<file path="src/rtl/conv1_pkg.sv">
`default_nettype none
// ============================================================================
//  Module      : conv1_pkg
//  Description : Shared conv1 types, default widths and the output
//                shift / ReLU / saturate helper used by the MAC accumulator
//                and the pooling stage.
//  Revision    : 1.0 - initial release
// ============================================================================
package conv1_pkg;

  // Window sequencing states.
  typedef enum logic [1:0] {
    ST_ACC = 2'd0,
    ST_FIN = 2'd1,
    ST_OUT = 2'd2
  } state_t;

  localparam int DEF_PROD_W = 25;
  localparam int DEF_OUT_W  = 16;

  // Arithmetic right shift (floor), optional clamp of negatives to zero,
  // then saturation into a signed out_w-bit range. The result is returned
  // at 64 bits; callers narrow it to their output width.
  function automatic logic signed [63:0] sat_relu(
    input logic signed [63:0] acc,
    input int                 shift,
    input int                 out_w,
    input logic               relu_en
  );
    logic signed [63:0] r;
    logic signed [63:0] max_v;
    logic signed [63:0] min_v;
    r     = acc >>> shift;
    max_v = (64'sd1 <<< (out_w - 1)) - 64'sd1;
    min_v = -(64'sd1 <<< (out_w - 1));
    if (relu_en && (r < 64'sd0)) begin
      r = 64'sd0;
    end
    if (r > max_v) begin
      r = max_v;
    end else if (r < min_v) begin
      r = min_v;
    end
    return r;
  endfunction

endpackage
`default_nettype wire

</file>
<file path="src/rtl/conv1_mac_accum_if.sv">
`default_nettype none
// ============================================================================
//  Module      : conv1_mac_accum_if
//  Description : Product input stream (with per-window bias) and result
//                pixel output stream of the conv1 MAC accumulator.
//  Revision    : 1.0 - initial release
// ============================================================================
interface conv1_mac_accum_if
  import conv1_pkg::*;
#(
  parameter int PROD_W = DEF_PROD_W,
  parameter int OUT_W  = DEF_OUT_W
);

  logic signed [PROD_W-1:0] prod_dout;
  logic                     prod_vld;
  logic                     prod_rdy;
  logic signed [PROD_W-1:0] bias;
  logic signed [OUT_W-1:0]  out_data;
  logic                     out_vld;
  logic                     out_rdy;

  // Producer of products and consumer of result pixels.
  modport master (
    output prod_dout, prod_vld, bias, out_rdy,
    input  prod_rdy, out_data, out_vld
  );

  // The accumulator itself.
  modport slave (
    input  prod_dout, prod_vld, bias, out_rdy,
    output prod_rdy, out_data, out_vld
  );

endinterface
`default_nettype wire

</file>
<file path="src/rtl/conv1_tap_counter.sv">
`default_nettype none
// ============================================================================
//  Module      : conv1_tap_counter
//  Description : Modulo-N_TAPS tap counter with increment, synchronous clear
//                (priority) and a last-tap decode.
//  Revision    : 1.0 - initial release
// ============================================================================
module conv1_tap_counter #(
  parameter int N_TAPS = 25,
  parameter int CNT_W  = 5
) (
  input  wire logic             clk,
  input  wire logic             rst_n,
  input  wire logic             i_inc,
  input  wire logic             i_clr,
  output logic      [CNT_W-1:0] o_cnt,
  output logic                  o_last
);

  logic [CNT_W-1:0] r_cnt;
  logic             w_last;

  assign w_last = (r_cnt == CNT_W'(N_TAPS - 1));

  // Count accepted taps, wrapping after the last tap of a window.
  always_ff @(posedge clk or negedge rst_n) begin
    if (!rst_n) begin
      r_cnt <= '0;
    end else if (i_clr) begin
      r_cnt <= '0;
    end else if (i_inc) begin
      r_cnt <= w_last ? '0 : r_cnt + CNT_W'(1);
    end
  end

  assign o_cnt  = r_cnt;
  assign o_last = w_last;

endmodule
`default_nettype wire

</file>
<file path="src/rtl/conv1_mac_accum.sv">
`default_nettype none
// ============================================================================
//  Module      : conv1_mac_accum
//  Description : Accumulates N_TAPS signed products plus a per-window bias,
//                rescales, optionally applies ReLU, saturates and presents
//                one pixel per window on a valid/ready output.
//  Revision    : 1.0 - initial release
// ============================================================================
module conv1_mac_accum
  import conv1_pkg::*;
#(
  parameter int PROD_W     = DEF_PROD_W,
  parameter int N_TAPS     = 25,
  parameter int ACC_W      = 30,
  parameter int FRAC_SHIFT = 8,
  parameter int OUT_W      = DEF_OUT_W,
  parameter int RELU_EN    = 1
) (
  input  wire logic       ap_clk,
  input  wire logic       ap_rst_n,
  input  wire logic       sync_clr,
  conv1_mac_accum_if.slave strm,
  output logic            busy
);

  localparam int CNT_W = $clog2(N_TAPS);

  state_t                    r_state;
  state_t                    w_state_nxt;
  logic signed [ACC_W-1:0]   r_acc;
  logic signed [OUT_W-1:0]   r_out_data;
  logic                      r_out_vld;
  logic                      w_prod_rdy;
  logic                      w_tap;
  logic                      w_last;
  logic        [CNT_W-1:0]   w_tap_cnt;
  logic                      w_first;
  logic signed [ACC_W-1:0]   w_prod_ext;
  logic signed [ACC_W-1:0]   w_bias_ext;

  // Ready is a pure decode of the registered state; a tap coinciding with
  // sync_clr is consumed upstream but never counted or accumulated.
  assign w_prod_rdy = (r_state == ST_ACC);
  assign w_tap      = strm.prod_vld && w_prod_rdy && !sync_clr;
  assign w_first    = (w_tap_cnt == '0);
  assign w_prod_ext = ACC_W'(strm.prod_dout);
  assign w_bias_ext = ACC_W'(strm.bias);

  conv1_tap_counter #(
    .N_TAPS (N_TAPS),
    .CNT_W  (CNT_W)
  ) u_tap_counter (
    .clk    (ap_clk),
    .rst_n  (ap_rst_n),
    .i_inc  (w_tap),
    .i_clr  (sync_clr),
    .o_cnt  (w_tap_cnt),
    .o_last (w_last)
  );

  // State register.
  always_ff @(posedge ap_clk or negedge ap_rst_n) begin
    if (!ap_rst_n) begin
      r_state <= ST_ACC;
    end else begin
      r_state <= w_state_nxt;
    end
  end

  // Next-state logic; sync_clr returns to accumulation from any state.
  always_comb begin
    w_state_nxt = r_state;
    if (sync_clr) begin
      w_state_nxt = ST_ACC;
    end else begin
      case (r_state)
        ST_ACC:  if (w_tap && w_last) w_state_nxt = ST_FIN;
        ST_FIN:  w_state_nxt = ST_OUT;
        ST_OUT:  if (strm.out_rdy) w_state_nxt = ST_ACC;
        default: w_state_nxt = ST_ACC;
      endcase
    end
  end

  // Window accumulator: the first tap seeds it with the bias.
  always_ff @(posedge ap_clk or negedge ap_rst_n) begin
    if (!ap_rst_n) begin
      r_acc <= '0;
    end else if (w_tap) begin
      r_acc <= (w_first ? w_bias_ext : r_acc) + w_prod_ext;
    end
  end

  // Output registers: result captured in FIN, valid tracks the OUT state.
  always_ff @(posedge ap_clk or negedge ap_rst_n) begin
    if (!ap_rst_n) begin
      r_out_vld  <= 1'b0;
      r_out_data <= '0;
    end else begin
      r_out_vld <= (w_state_nxt == ST_OUT);
      if ((r_state == ST_FIN) && !sync_clr) begin
        r_out_data <= OUT_W'(sat_relu(64'(r_acc), FRAC_SHIFT, OUT_W, RELU_EN != 0));
      end
    end
  end

  assign strm.prod_rdy = w_prod_rdy;
  assign strm.out_vld  = r_out_vld;
  assign strm.out_data = r_out_data;
  assign busy          = (w_tap_cnt != '0) || (r_state != ST_ACC);

endmodule
`default_nettype wire

</file>
<file path="src/flat_wrapper.sv">
// flat-port wrapper written by rule: the top's interface ports become plain ports
module conv1_mac_accum_flat import conv1_pkg::*;
#(
  parameter int PROD_W     = DEF_PROD_W,
  parameter int N_TAPS     = 25,
  parameter int ACC_W      = 30,
  parameter int FRAC_SHIFT = 8,
  parameter int OUT_W      = DEF_OUT_W,
  parameter int RELU_EN    = 1
)
  (ap_clk, ap_rst_n, sync_clr, busy, strm_prod_dout, strm_prod_vld, strm_bias, strm_out_rdy, strm_prod_rdy, strm_out_data, strm_out_vld);
  conv1_mac_accum_if #(.PROD_W(PROD_W), .OUT_W(OUT_W)) strm_i ();
  input  wire logic ap_clk;
  input  wire logic ap_rst_n;
  input  wire logic sync_clr;
  output logic busy;
  input wire logic [$bits(strm_i.prod_dout)-1:0] strm_prod_dout;
  input wire logic [$bits(strm_i.prod_vld)-1:0] strm_prod_vld;
  input wire logic [$bits(strm_i.bias)-1:0] strm_bias;
  input wire logic [$bits(strm_i.out_rdy)-1:0] strm_out_rdy;
  output wire logic [$bits(strm_i.prod_rdy)-1:0] strm_prod_rdy;
  output wire logic [$bits(strm_i.out_data)-1:0] strm_out_data;
  output wire logic [$bits(strm_i.out_vld)-1:0] strm_out_vld;
  assign strm_i.prod_dout = strm_prod_dout;
  assign strm_i.prod_vld = strm_prod_vld;
  assign strm_i.bias = strm_bias;
  assign strm_i.out_rdy = strm_out_rdy;
  assign strm_prod_rdy = strm_i.prod_rdy;
  assign strm_out_data = strm_i.out_data;
  assign strm_out_vld = strm_i.out_vld;
  conv1_mac_accum #(.PROD_W(PROD_W), .N_TAPS(N_TAPS), .ACC_W(ACC_W), .FRAC_SHIFT(FRAC_SHIFT), .OUT_W(OUT_W), .RELU_EN(RELU_EN)) u_core (.ap_clk(ap_clk), .ap_rst_n(ap_rst_n), .sync_clr(sync_clr), .strm(strm_i), .busy(busy));
endmodule
</file>
<file path="config.mk">
export PLATFORM = sky130hd
export DESIGN_NAME = conv1_mac_accum_flat
export DESIGN_NICKNAME = d
export VERILOG_FILES = /design/src/rtl/conv1_pkg.sv /design/src/rtl/conv1_mac_accum_if.sv /design/src/rtl/conv1_tap_counter.sv /design/src/rtl/conv1_mac_accum.sv /design/src/flat_wrapper.sv
export SDC_FILE = /design/constraint.sdc
export NUM_CORES = 1
export LEC_CHECK = 0
export CAP_MARGIN = 10
export CELL_PAD_IN_SITES_DETAIL_PLACEMENT = 1
export CELL_PAD_IN_SITES_GLOBAL_PLACEMENT = 1
export CORE_MARGIN = 1.5
export CORE_UTILIZATION = 36
export CTS_BUF_LIST = sky130_fd_sc_hd__clkbuf_16
export DETAILED_ROUTE_END_ITERATION = 10
export PLACE_DENSITY_LB_ADDON = 0.1
export SLEW_MARGIN = 30
export SYNTH_ARGS = -nofsm -noshare
export SYNTH_HDL_FRONTEND = slang
export SYNTH_SLANG_ARGS = --single-unit
</file>
<file path="constraint.sdc">
create_clock -name ap_clk -period 4.88 [get_ports ap_clk]
set_input_delay 0.976 -clock ap_clk [delete_from_list [all_inputs] [get_ports ap_clk]]
set_output_delay 0.976 -clock ap_clk [all_outputs]
set_load 0.05 [all_outputs]
</file>
==> results of run 1 <==
cell families after synthesis:
family	count (synthesis)
adder cells (fa/ha/maj)	35
flip-flops	54
AO/OA/AOI/OAI	140
buffers and inverters	35
multiplexers	5
AND/OR/NAND/NOR	236
XOR/XNOR	21
registers in the layout (all words and copies together), names as in the netlist:
name	count
u_core.r_acc	30
u_core.strm.out_vld	1
u_core.strm.out_data	16
u_core.r_state	2
u_core.u_tap_counter.o_cnt	5
Yosys cell counts (all sizes together), types with 5 or more instances:
cell type | n | area (um^2)
and2 | 6 | 37.5
a31oi | 5 | 31.3
a21o | 12 | 90.1
buf | 6 | 23.8
inv | 10 | 37.5
a21oi | 28 | 140
nor2 | 33 | 124
nand2 | 156 | 586
xnor2 | 10 | 87.6
mux2i | 5 | 50.1
dfrtp | 54 | 1350
xor2 | 11 | 96.3
clkbuf | 19 | 71.3
o31ai | 17 | 128
ha | 34 | 425
a211oi | 9 | 72.6
or3 | 6 | 42.5
o21ai | 42 | 210
power by group:
group,total (mW),internal [mW],switching [mW]
logic,0.775,0.330,0.445
clock network,0.352,0.186,0.166
registers,0.634,0.537,0.0966
total,1.76,1.05,0.708
layout make-up:
cell class                      instances  area (um^2)  area share (%)
Inverter                               10         37.5           0.734
Timing Repair Buffer                   80          778            15.2
Clock buffer                            5          125            2.45
Sequential cell                        54         1350            26.4
Multi-Input combinational cell        437         2640            51.5
Clock inverter                          2         11.3           0.220
Tap cell                              140          175            3.43
per-stage QoR:
stage | total power [mW] | utilization (%) | hold WS (ns) | worst slack [ns] | std cells
after global placement | 1.39 | 45.3 | 0.455 | 0.819 | 721
final | 1.76 | 46.6 | 0.477 | 0.763 | 728
after detailed placement | 1.41 | 45.3 | 0.467 | 0.729 | 721
after CTS | 1.78 | 46.6 | 0.484 | 0.754 | 728
after global routing | 1.91 | 46.6 | 0.494 | 0.463 | 728
after floorplan | 1.17 | - | 0.439 | 0.801 | 526
critical path: stages, from the launching register on:
cell,delay (ns)
dfrtp_1,0.44
inv_1,0.08
ha_1,0.18
or4b_1,0.52
buf_4,0.25
nand2_1,0.10
nand2_1,0.09
fa_1,0.43
a21o_1,0.19
a21o_1,0.23
a311oi_4,0.41
a211oi_2,0.16
or3_4,0.43
a311oi_2,0.26
or4_1,0.15
nand3_1,0.07
layer usage:
metal / wire length, um / vias to the layer above / track usage (%)
met3: 340 / 7 / 2.61
met5: 0 / - / 0
met4: 115 / 0 / 4.73
met1: 5770 / 1831 / 27.3
li1: - / 1959 / -
met2: 5450 / 63 / 35.4
final timing paths:
check | slack, ns | depth (start not counted) | endpoint
max reg2reg | 0.76 | 15 | u_core.r_acc[22]
min reg2reg | 0.48 | 2 | u_core.r_acc[7]
min in group asynchronous | 0.63 | 1 | u_core.strm.out_data[15]
max in group asynchronous | 3.39 | 2 | u_core.r_acc[14]
max | 0.76 | 15 | u_core.r_acc[22]
min | 0.48 | 2 | u_core.r_acc[7]
==> out/metrics.csv, run 1 <==
metric;value;unit
clock-pin slew on the worst setup and hold paths;0.07;ns
period utilization;84.4;%
cell area after placement;4980;um^2
Placeable Area;11000;um^2
wire per inst;16.0;um
height of the die;110;um
total negative slack;0;ns
Synth cell types;56;
vias;3860;
CP startpoint kind;register;
RSZ-0062 raised after global routing;false;
Compound-Gate Fraction of Synth Area;22.5;%
Clock Tree Root;clkbuf_16;
Worst EP arrival;4.28;ns
# clock sinks;54;
Max-slew headroom;57.2;%
Synth warnings;0;
Critical Path Start;u_core.u_tap_counter.o_cnt[0];
All-Layer GR Usage;20.6;%
Setup Viol. Count Final;0;
initial antenna violation count;0;
number of failing hold endpoints at the final stage;0;
syn avg cell area;7.82;um^2
final wirelength;11.7;mm
CTS tree;built;
Hold Path Class;reg -> reg;
Core Rows;38;
most common cell after layout, fill and taps aside;nand2_1;
Max Clk Rate;0.243;GHz
Clock Latency Late Sink;0.29;ns
mux cell area share after synthesis;1.22;%
total CTS buffers;5;
GP Congestion;0.824;
total inserted antenna cells;0;
skew final;0.00518;ns
EDFF count, synth;0;
synthesized area;4110;um^2
post-route ant nets;0;
initial core utilization;37.4;%
minimum clock period;4.12;ns
Die Area;12100;um^2
critical path fanouts, max;19;
Primary FF master, synth;dfrtp_1;
WP data required;5.05;ns
Seq cells post-synth;54;
share of cells above drive strength 1;4.08;%
I/O Pins;74;
hold-fix buffers at CTS;0;
Syn-to-layout area delta;24.3;%
Syn Nets;616;
ys async rst share;100;%
Synth Area in Simple Gates;24.9;%
Post CTS Setup Buffer Count;0;
Die Wd;110;um
Worst VDD drop;0.160;mV
Pleak;2.39;nW
Post-Synth Adder-Cell Area;10.8;%
XOR/XNOR share of the synthesized area;4.47;%
first-pass GRT wire length;19.6;mm
drt initial violations;124;
H-tree depth;2;
Setup Crit Path Kind;reg -> reg;
max cap viols;0;
Crit. End Element;register;
total congestion overflow;0;
outcome;finished clean;
fin nets;678;
vias in the first global route;4062;
first-pass detailed-route iteration total;4;
pin count of the biggest net entering global routing;45;
Slew Viols, Final;0;
CTS resizes;0;
worst-case clock buffer depth;2;
Cells after Synth;526;
register area share after synthesis;32.9;%
largest family of logic cells by synthesized area;simple AND/OR/NAND/NOR gates;
r2r startpoint;u_core.u_tap_counter.o_cnt[0];
Buffers on Ports;73;
commonest cells after routing, fill and taps aside;156 x nand2_1, 72 x clkdlybuf4s50_1, 54 x dfrtp_1;
fill count;1374;
Least-Margin Pin Slew;0.641;ns
drt via density;5.30;
Hold Path Origin;u_core.r_acc[7];
DRC Markers;0;
Design Area, Final;5110;um^2
DP HPWL;9.05;mm
pwr dens;345;nW/um^2
No activity file was read; power rests on OpenSTA's default activity.
==> inputs of run 2 (changes only) <==
CORE_UTILIZATION = 35   (was 36)
clock period = 3.45 ns   (was 4.88 ns; I/O delays follow)
==> run 2 against run 1 <==
Effect of this change:
- the run now ends with setup timing left
- clock power grew 44%
- critical endpoint unchanged
- worst setup slack worse by 0.89 ns
- first-iteration DRC count shrank 8.1%
- sequential cell count unchanged
- critical path type unchanged
- clock skew is 0.0093 ns higher
==> out/metrics.csv, run 2 (synthesis gave the netlist of run 1 again) <==
metric;value;unit;change
outcome;finished, violations left;;
failing checks;setup timing;;
Worst R2R Path Depth;16;;+1
# clock sinks;54;;unchanged
vias in the first global route;4413;;+8.6%
Non-Filler Instances;801;;+10%
height of the die;111;um;+1.4%
Buffers on Ports;73;;unchanged
cell area after placement;5430;um^2;+9.0%
Setup Crit Path Kind;reg -> reg;;
Worst EP arrival;3.75;ns;-0.53 ns
vias;4230;;+9.6%
drt via density;5.28;;-0.40%
Pleak;2.80;nW;+17%
total CTS buffers;5;;unchanged
Slew Viols, Final;0;;unchanged
FF-to-FF setup slack;-0.13;ns;-0.89 ns
r2r endpoint;u_core.r_acc[22];;
final wirelength;13.3;mm;+14%
initial core utilization;36.0;%;-1.4 points
Post-Place Cells;775;;+7.5%
Core Rows;39;;+2.6%
Clock Latency Late Sink;0.31;ns;+0.02 ns
worst-case clock buffer depth;2;;unchanged
Design Area, Final;6090;um^2;+19%
RSZ-0062 raised after global routing;true;;
drt initial violations;114;;-8.1%
CTS tree;built;;
Top reg by flops;u_core.r_acc;;
DRC Markers;0;;unchanged
WHS Endpoint;u_core.strm.out_data[10];;
pin count of the biggest net entering global routing;55;;+22%
Setup Viol. Count Final;7;;+7
period utilization;104;%;+19 points
skew final;0.0145;ns;+0.00928 ns
fin util;53.4;%;+6.8 points
Least-Margin Pin Slew;0.741;ns;+0.100 ns
max cap viols;0;;unchanged
clock-pin slew on the worst setup and hold paths;0.08;ns;about the same
WP data required;3.62;ns;-1.43 ns
Hold Path Class;reg -> reg;;
r2r startpoint;u_core.u_tap_counter.o_cnt[0];;
critical path fanouts, max;5;;-14
CP startpoint kind;register;;
Placeable Area;11400;um^2;+4.0%
Crit. End Element;register;;
most common cell after layout, fill and taps aside;nand2_1;;
post-route ant nets;0;;unchanged
hold path depth;2;;unchanged
Max-slew headroom;50.6;%;-6.7 points
fin nets;747;;+10%
Max Clk Rate;0.280;GHz;+15%
max FFs per register;30;;unchanged
first-pass GRT wire length;21.7;mm;+10%
total congestion overflow;0;;unchanged
commonest cells after routing, fill and taps aside;147 x nand2_1, 72 x clkdlybuf4s50_1, 67 x buf_4;;
I/O Pins;74;;unchanged
share of cells above drive strength 1;22.6;%;+19 points
initial antenna violation count;0;;unchanged
Worst VDD drop;0.234;mV;+46%
GP Congestion;0.865;;+5.1%
Die Wd;111;um;+1.4%
Die Area;12400;um^2;+2.8%
pwr dens;485;nW/um^2;+41%
Clock Tree Root;clkbuf_16;;
total inserted antenna cells;0;;unchanged
first-pass detailed-route iteration total;4;;unchanged
Final Worst Setup Slack;-0.125;ns;-0.889 ns
Hold Path Origin;u_core.strm.out_data[10];;
H-tree depth;2;;unchanged
DP HPWL;9.79;mm;+8.2%
number of failing hold endpoints at the final stage;0;;unchanged
Hold Slack;0.478;ns;+0.00145 ns
minimum clock period;3.58;ns;-0.541 ns
Syn-to-layout area delta;48.2;%;
wire per inst;16.6;um;+3.7%
All-Layer GR Usage;21.5;%;+0.94 points
hold-fix buffers at CTS;0;;unchanged
total negative slack;-0.579;ns;-0.579 ns
fill count;1377;;+0.22%
-- run 2: critical path, cell delays in order, from the launching register on --
cell and delay, ns:
dfrtp_1 0.40, inv_2 0.08, ha_4 0.13, or4b_4 0.50, buf_6 0.15, clkbuf_16 0.15
nand2_1 0.07, nand2_1 0.10, ha_4 0.25, a21o_1 0.16, a21o_1 0.19, a311oi_4 0.29
a211oi_4 0.13, or3_4 0.39, a311oi_4 0.24, or4_1 0.14, nand3_1 0.07
-- run 2: final cells by class --
cell class                      instances  area [um^2]  area share, %
Multi-Input combinational cell        437         3030           49.7
Timing Repair Buffer                  149         1360           22.3
Sequential cell                        54         1350           22.2
Tap cell                              143          179           2.94
Clock buffer                            5          125           2.05
Inverter                               10         37.5          0.616
Clock inverter                          3         12.5          0.205
-- run 2: worst max path at each step --
stage	to	cells after the start	slack, ns	start
after global placement	u_core.r_acc[18]	15	-0.12	u_core.u_tap_counter.o_cnt[0]
after global routing	u_core.r_acc[16]	15	-0.27	u_core.u_tap_counter.o_cnt[1]
after detailed placement	u_core.r_acc[29]	15	-0.20	u_core.u_tap_counter.o_cnt[0]
after floorplan	u_core.r_acc[22]	17	-0.36	u_core.u_tap_counter.o_cnt[0]
final	u_core.r_acc[22]	16	-0.13	u_core.u_tap_counter.o_cnt[0]
after CTS	u_core.r_acc[22]	15	-0.11	u_core.u_tap_counter.o_cnt[0]
-- run 2: layer usage --
layer  part of all wire [%]  up-vias  GRT usage (%)
met5                      0        -              0
met4                    1.8        0           5.74
met3                    2.6       18           2.56
met2                     49       70           38.1
met1                     47     2039           27.8
li1                       -     2103              -
-- run 2: repair_timing --
item	CTS	global route
buffers inserted	5	12
gates resized for setup	29	49
setup endpoints to repair	14	17
pin swaps	14	9
gates cloned	0	1
-- run 2: metrics by stage --
step	total power, mW	setup WS, ns
2_1_floorplan	1.69	-0.358
3_3_place_gp	2.15	-0.123
3_5_place_dp	2.19	-0.202
4_1_cts	2.81	-0.114
5_1_grt	3.17	-0.275
6_report	2.96	-0.125
-- run 2: report_power, final --
group	switching (mW)	internal (mW)
clock	0.244	0.264
combinational	0.799	0.747
sequential	0.142	0.760
==> inputs of run 3 (changes only) <==
CORE_ASPECT_RATIO = 1.25   (was default)
==> run 3 against run 2 <==
Effect of this change:
- the flow still finishes with violations (setup timing)
- critical path depth down 1
- fmax shrank 0.63%
- clock power hardly changed
- wire length is 0.18% lower
- cell count fell by 2.1%
- largest cell class unchanged
==> out/metrics.csv, run 3 (synthesis gave the netlist of run 1 again) <==
metric;value;unit;change
wire per inst;17.0;um;+2.0%
max cap viols;0;;unchanged
DRC Markers;0;;unchanged
I/O Pins;74;;unchanged
Crit. End Element;register;;
initial antenna violation count;0;;unchanged
final wirelength;13.3;mm;-0.18%
drt via density;5.43;;+2.8%
FF-to-FF setup slack;-0.15;ns;-0.02 ns
number of failing hold endpoints at the final stage;0;;unchanged
NetSw;1.13;mW;-4.3%
All-Layer GR Usage;21.7;%;+0.14 points
Core Rows;44;;+13%
DP HPWL;10.2;mm;+4.0%
first-pass GRT wire length;21.4;mm;-1.3%
Max-slew headroom;55.3;%;+4.7 points
skew final;0.00923;ns;-0.00523 ns
minimum clock period;3.60;ns;+0.0228 ns
slowest CP cell;or4b_4;;
Hold Path Class;in -> async;;
CP startpoint kind;register;;
dpl ws;-0.247;ns;-0.0450 ns
Design Area, Final;5800;um^2;-4.8%
total CTS buffers;5;;unchanged
pwr dens;487;nW/um^2;+0.45%
Reg power frac;31.8;%;+1.3 points
clock-pin slew on the worst setup and hold paths;0.08;ns;about the same
Worst R2R Path Depth;15;;-1
outcome;finished, violations left;;
Pwr Total;2.83;mW;-4.4%
Gate power share;50.3;%;-2.0 points
Syn-to-layout area delta;41.0;%;
drt initial violations;107;;-6.1%
critical path fanouts, max;4;;-1
Die Area;12400;um^2;about the same
r2r endpoint;u_core.r_acc[22];;
Die Wd;100;um;-10%
CP Cell Sequence;inv_1, ha_2, or4b_4, nand2_4, nand2_4, ha_4, fa_2, a21o_1, a21o_1, a311oi_4, a211oi_4, or3_4, a311oi_2, or4_1, nand3_1;;
pin count of the biggest net entering global routing;32;;-42%
fin util;50.2;%;-3.2 points
share of cells above drive strength 1;17.6;%;-5.0 points
total congestion overflow;0;;unchanged
most common cell after layout, fill and taps aside;nand2_1;;
Critical Path Start;u_core.u_tap_counter.o_cnt[1];;
height of the die;124;um;+11%
Clock Latency Late Sink;0.30;ns;about the same
Clock Tree Root;clkbuf_16;;
Top reg by flops;u_core.r_acc;;
total negative slack;-0.574;ns;+0.00566 ns
fill count;1405;;+2.0%
max FFs per register;30;;unchanged
Setup Crit Path Kind;reg -> reg;;
post-route ant nets;0;;unchanged
Buffers on Ports;73;;unchanged
internal power;1.69;mW;-4.5%
Final Worst Setup Slack;-0.148;ns;-0.0228 ns
Placeable Area;11600;um^2;+1.2%
total inserted antenna cells;0;;unchanged
Least-Margin Pin Slew;0.670;ns;-0.0712 ns
hold-fix buffers at CTS;0;;unchanged
Slew Viols, Final;0;;unchanged
first-pass detailed-route iteration total;4;;unchanged
Worst VDD drop;0.199;mV;-15%
failing checks;setup timing;;
period utilization;104;%;+0.66 points
# clock sinks;54;;unchanged
commonest cells after routing, fill and taps aside;153 x nand2_1, 72 x clkdlybuf4s50_1, 62 x buf_4;;
GP Congestion;0.890;;+2.8%
Pleak;2.72;nW;-3.1%
fin nets;736;;-1.5%
H-tree depth;2;;unchanged
WP data required;3.62;ns;about the same
Worst EP arrival;3.77;ns;+0.02 ns
Max Clk Rate;0.278;GHz;-0.63%
Clock Power Share;17.9;%;+0.7 points
r2r startpoint;u_core.u_tap_counter.o_cnt[1];;
Sw Ratio;40.1;%;+0.042 points
CTS tree;built;;
cell area after placement;5400;um^2;-0.58%
worst-case clock buffer depth;2;;unchanged
vias in the first global route;4493;;+1.8%
vias;4258;;+0.66%
Setup Viol. Count Final;8;;+1
Crit path largest cell delay;0.50;ns;about the same
RSZ-0062 raised after global routing;true;;
initial core utilization;35.6;%;-0.44 points
## run 3: cell count changes in the layout (fill, tap and decap cells not counted), sizes merged
cell,previous run,this run
clkinvlp,0,1
clkinv,2,0
clkbuf,6,5
buf,76,66
## run 3: final cells by class
class | count | area [um^2] | area share [%]
inverter | 10 | 37.5 | 0.647
sequential | 54 | 1350 | 23.3
tap | 138 | 173 | 2.98
multi-input combinational | 437 | 2880 | 49.6
clock inverter | 2 | 11.3 | 0.194
timing repair buffer | 138 | 1220 | 21.1
clock buffer | 5 | 125 | 2.16
## run 3: per-stage QoR
step / hold WS (ns) / cells
finish: 0.292 / 784
global route: 0.313 / 784
CTS: 0.304 / 781
detailed placement: 0.465 / 770
global placement: 0.453 / 770
floorplan: 0.394 / 526
## run 3: how the worst max path moves through the flow
stage                             to  slack [ns]  depth (start not counted)
detailed placement  u_core.r_acc[26]       -0.25                         16
CTS                 u_core.r_acc[22]       -0.11                         15
global route        u_core.r_acc[27]       -0.25                         16
floorplan           u_core.r_acc[22]       -0.36                         17
finish              u_core.r_acc[22]       -0.15                         15
global placement    u_core.r_acc[18]       -0.11                         13
## run 3: worst max-delay path, delay by kind of cell, from the launching register on
family                     cells  cell delay (ns)
DFF                            1             0.39
buffers and inverters          1             0.06
AOI/OAI and AO/OA              5             1.08
and+or+nand+nor                6             1.28
adders and majority gates      3             0.67
## run 3: metal layers
layer  global-route usage, %  wire (um)  vias to the layer above
li1                        -          -                     2081
met1                    26.0       5690                     2074
met2                    40.8       6980                       82
met3                    2.08        384                       21
met4                    6.43        248                        0
met5                       0          0                        -
## run 3: timing repair
action,CTS,global route
setup buffers,4,3
gates cloned,0,0
resized for setup,23,20
endpoints found under the setup margin,14,16
pin swaps,14,5
## run 3: power groups by stage
| stage | registers (mW) | clock network [mW] | logic (mW) |
|---|---|---|---|
| finish | 0.897 | 0.506 | 1.42 |
| global route | 0.917 | 0.531 | 1.58 |
| CTS | 0.894 | 0.519 | 1.36 |
| detailed placement | 0.906 | 0 | 1.29 |
| global placement | 0.900 | 0 | 1.25 |
| floorplan | 0.839 | 0 | 0.848 |
